`src/rtl/pwm_width_meter.sv`:
```
`default_nettype none
// ============================================================================
// Module   : pwm_width_meter
// Brief    : Measures high and low widths of a clk-synchronous PWM waveform,
//            publishing one measurement per completed period.
// Revision : 1.0 - initial release
// ============================================================================
module pwm_width_meter #(
    parameter int WIDTH = 16
) (
    input  logic             clk,
    input  logic             rst_n,
    input  logic             en,
    input  logic             pwm_in,
    output logic [WIDTH-1:0] high_width,
    output logic [WIDTH-1:0] low_width,
    output logic             meas_valid,
    output logic             overflow,
    output logic             ratio_ok
);

    typedef enum logic [1:0] {
        IDLE = 2'd0,
        HIGH = 2'd1,
        LOW  = 2'd2
    } state_t;

    localparam logic [WIDTH-1:0] CNT_MAX = {WIDTH{1'b1}};
    localparam logic [WIDTH-1:0] CNT_ONE = {{(WIDTH-1){1'b0}}, 1'b1};

    state_t           state;
    logic             pwm_d;
    logic [WIDTH-1:0] hi_cnt;
    logic [WIDTH-1:0] lo_cnt;
    logic             sat;

    logic rise;
    logic fall;
    logic hi_max;
    logic lo_max;
    logic ratio_now;

    assign rise   = pwm_in & ~pwm_d;
    assign fall   = ~pwm_in & pwm_d;
    assign hi_max = (hi_cnt == CNT_MAX);
    assign lo_max = (lo_cnt == CNT_MAX);

    // One extra bit so doubling hi_cnt cannot lose its MSB.
    assign ratio_now = ({1'b0, lo_cnt} == {hi_cnt, 1'b0}) & ~sat;

    always_ff @(posedge clk) begin
        if (!rst_n) begin
            state      <= IDLE;
            pwm_d      <= 1'b0;
            hi_cnt     <= '0;
            lo_cnt     <= '0;
            sat        <= 1'b0;
            high_width <= '0;
            low_width  <= '0;
            meas_valid <= 1'b0;
            overflow   <= 1'b0;
            ratio_ok   <= 1'b0;
        end else begin
            pwm_d      <= pwm_in;
            meas_valid <= 1'b0;
            if (!en) begin
                state  <= IDLE;
                hi_cnt <= '0;
                lo_cnt <= '0;
                sat    <= 1'b0;
            end else begin
                case (state)
                    IDLE: begin
                        if (rise) begin
                            state  <= HIGH;
                            hi_cnt <= CNT_ONE;
                            lo_cnt <= '0;
                            sat    <= 1'b0;
                        end
                    end
                    HIGH: begin
                        if (fall) begin
                            state  <= LOW;
                            lo_cnt <= CNT_ONE;
                        end else if (pwm_in) begin
                            if (hi_max) sat    <= 1'b1;
                            else        hi_cnt <= hi_cnt + CNT_ONE;
                        end
                    end
                    LOW: begin
                        if (rise) begin
                            high_width <= hi_cnt;
                            low_width  <= lo_cnt;
                            overflow   <= sat;
                            ratio_ok   <= ratio_now;
                            meas_valid <= 1'b1;
                            state      <= HIGH;
                            hi_cnt     <= CNT_ONE;
                            lo_cnt     <= '0;
                            sat        <= 1'b0;
                        end else if (!pwm_in) begin
                            if (lo_max) sat    <= 1'b1;
                            else        lo_cnt <= lo_cnt + CNT_ONE;
                        end
                    end
                    default: state <= IDLE;
                endcase
            end
        end
    end

endmodule
`default_nettype wire
```
`config.mk`:
```
export PLATFORM = sky130hd
export DESIGN_NAME = pwm_width_meter
export DESIGN_NICKNAME = d
export VERILOG_FILES = /design/src/rtl/pwm_width_meter.sv
export SDC_FILE = /design/constraint.sdc
export NUM_CORES = 1
export LEC_CHECK = 0
export ABC_AREA = 0
export CAP_MARGIN = 30
export CORE_MARGIN = 10
export CORE_UTILIZATION = 61
export DETAILED_ROUTE_END_ITERATION = 8
export PLACE_DENSITY = 0.93
export SLEW_MARGIN = 20
export SYNTH_ARGS = -nofsm -noshare
export SYNTH_HDL_FRONTEND = slang
export SYNTH_SLANG_ARGS = --single-unit
```
`constraint.sdc`:
```
create_clock -name clk -period 5.4 [get_ports clk]
set_clock_uncertainty 0.1 [all_clocks]
set_input_delay 0.54 -clock clk [delete_from_list [all_inputs] [get_ports clk]]
set_output_delay 0.54 -clock clk [all_outputs]
set_load 0.005 [all_outputs]
```
==> flow_summary.yaml <==
timing:
  worst_pin_slew_ps: 865
  drv_slew: 0
  fmax_mhz: 356
  setup_slack_ps: 2590
  fin_setup_tns_ps: 0
  period_share_pct: 52.0
  slew_headroom_pct: 42.2
  report.final.hold_viol_count: 0
  rsz0062_at_grt: "no"
  period_needed_ps: 2810
  finalSetupViolations: 0
  whs_ps: 358
drt:
  ant_nets: 0
  vias_per_cell: 6.44
  wl_per_cell_um: 17.8
  drt-initial-drc-count: 475
  vias: 3511
  firstDrtPassIters: 5
  drc: 0
  wl_um: 9730
cts:
  cts-hold-fix-buffers: 0
  clk_pin_slew_ps: 80
  cts_setup_buffers: 0
  cts.sinks: 71
  cts_made_buffers: 9
  cts-root-buf: "clkbuf_8"
  cts_buffer_depth: 2
  cts_resized: 0
  cts_max_level: 3
  tritoncts: "built"
  clkLatencyLatePin_ps: 360
synth:
  synth_cells: 454
  yosysWarnings: 0
  synth.ff_latch_count: 71
  synth_area_sq_um: 3650
  async_reset_ff_share_pct: 0
  syn_area_per_cell_sq_um: 8.05
  synth_flop_cell: "dfxtp_1"
  syn_nets: 464
  post_synth_num_cell_types: 57
  yosysSeqAreaShare_pct: 38.9
  synth_edf_count: 0
worst_setup_path:
  r2r_end: "hi_cnt[10]"
  end_kind: "flop"
  crit_slowest_cell: "a211oi_2"
  start_kind: "flop"
  critPathMaxStageDelay_ps: 710
  required_ps: 5560
  cp_cell_sequence: "inv_1 > ha_1 > or2_1 > a2bb2oi_1 > a211oi_2 > o21ai_0 > a32o_1"
  r2r_start: "state[0]"
  crit_path_start: "state[0]"
  reg2reg_slack_ps: 2590
  crit_type: "flop to flop"
  critPathCapture: "hi_cnt[10]"
  r2r_cells: 7
  worstPathMaxFanout: 13
  arrival_ps: 2960
place:
  detailed_place_hpwl_um: 6570
  dp_cells: 529
  port-buffer-count: 38
  globalplace.congestion: 0.882
  pre_cts_slack_ps: 2370
global_route:
  grt_overflow: 0
  grt_pass1_wl_um: 16100
  grt_pass1_vias: 3290
  grt_use_total_pct: 19.9
  antenna_found_initial: 0
  grt_max_degree: 39
final_layout:
  layout.cells.most_common: "nand2_1"
  finalNonFillerCells: 545
  syn_to_final_growth_pct: 16.2
  nNetsFinal: 475
  final_cell_mix: "nand2_1, dfxtp_1, clkdlybuf4s50_1"
  layout-drive-gt1-share_pct: 7.02
  n_antenna_cell: 0
power:
  p_per_area_nw_per_um2: 255
  p_leak_nw: 1.34
  irDropWorstVdd_mv: 0.186
  power_mw: 1.08
die:
  die_area_sq_um: 9490
  row_count: 28
  die_w_um: 97.4
  die_h_um: 97.4
  core_area_sq_um: 5890
  start_util_pct: 62.1
  ioPinCount: 39
min_path:
  min_path_type: "flop to flop"
run_status:
  outcome: "completed"
job:
  cap_violations: 0
==> synth_stat cells (2+ instances only) <==
cell / number / area, sq um
and4_1: 3 / 26.3
a21boi_1: 9 / 67.6
nor4_1: 4 / 25.0
nand4b_1: 2 / 17.5
a211oi_1: 2 / 15.0
o211ai_1: 3 / 22.5
a211o_1: 3 / 26.3
a21boi_0: 24 / 180
nand4_1: 10 / 62.6
and2_1: 5 / 31.3
a311oi_1: 10 / 87.6
and3_1: 9 / 56.3
buf_2: 13 / 65.1
nand2_1: 99 / 372
xnor2_1: 11 / 96.3
dfxtp_1: 71 / 1420
nand3_1: 19 / 95.1
inv_1: 4 / 15.0
a32o_1: 2 / 20.0
nand2b_1: 2 / 12.5
nor2_1: 16 / 60.1
or3b_1: 2 / 17.5
xor2_1: 4 / 35.0
a21oi_1: 24 / 120
o21ai_0: 18 / 90.1
a41oi_1: 2 / 17.5
clkbuf_1: 27 / 101
a31oi_1: 11 / 68.8
or3_1: 2 / 12.5
a311oi_2: 3 / 45.0
nor4_2: 2 / 25.0
ha_1: 6 / 75.1
nor3_1: 8 / 40.0
==> cells by family after synthesis <==
family / count (synthesis) / synth area share (%)
adders and majority gates: 6 / 2.05
and+or+nand+nor: 191 / 25.1
buffers and inverters: 46 / 5.41
xor gates and xnor gates: 15 / 3.59
AOI/OAI and AO/OA: 124 / 24.7
DFF: 71 / 38.9
muxes: 1 / 0.274
==> power by group <==
part / switching (mW) / total, mW / leakage, nW / internal [mW]
Combinational: 0.0329 / 0.0509 / 0.654 / 0.0179
Sequential: 0.00223 / 0.526 / 0.572 / 0.524
Clock: 0.207 / 0.505 / 0.119 / 0.299
Total: 0.242 / 1.08 / 1.34 / 0.841
==> final cells by class <==
cell class	instances	area [sq um]
Multi-Input combinational cell	337	2040
Fill cell	410	1640
Sequential cell	71	1420
Timing Repair Buffer	42	438
Clock buffer	12	165
Tap cell	75	93.8
Clock inverter	4	76.3
Inverter	4	15.0
==> stage by stage <==
stage                     util [%]  area [sq um]
after CTS                     72.1          4250
final                         72.1          4250
after global placement        67.3          3960
after global routing          72.1          4250
after detailed placement      68.0          4000
after floorplan                  -          3650
==> registers in the layout, indices dropped and copies added (netlist names) <==
register and count:
hi_cnt 16, high_width 16, lo_cnt 16, low_width 16, meas_valid 1, overflow 1
pwm_d 1, ratio_ok 1, sat 1, state 2
==> per-layer routing <==
layer  track usage [%]  share of wire, %  vias up  wire (um)
met5                 0                 0        -          0
met4              8.28               2.3        0        221
met3              3.77               9.0       27        876
met2              32.3                47      192       4610
met1              25.0                41     1657       4010
li1                  -                 -     1635          -
==> worst min path at each step <==
stage / startpoint / endpoint / slack [ps] / cells past startpoint
finish: low_width[13] / low_width[13] / 360 / 2
global route: low_width[13] / low_width[13] / 380 / 2
CTS: low_width[15] / low_width[15] / 360 / 2
detailed placement: low_width[13] / low_width[13] / 350 / 2
global placement: high_width[0] / high_width[0] / 340 / 2
floorplan: sat / sat / 350 / 2
==> worst max-delay path, delay by kind of cell, from the launching register on <==
| family | cells | cell delay (ps) |
|---|---|---|
| AOI/OAI and AO/OA | 4 | 1420 |
| and+or+nand+nor | 1 | 400 |
| adders and majority gates | 1 | 310 |
| buffers and inverters | 1 | 80 |
| DFF | 1 | 390 |
Power figures use the tool's default switching activity.
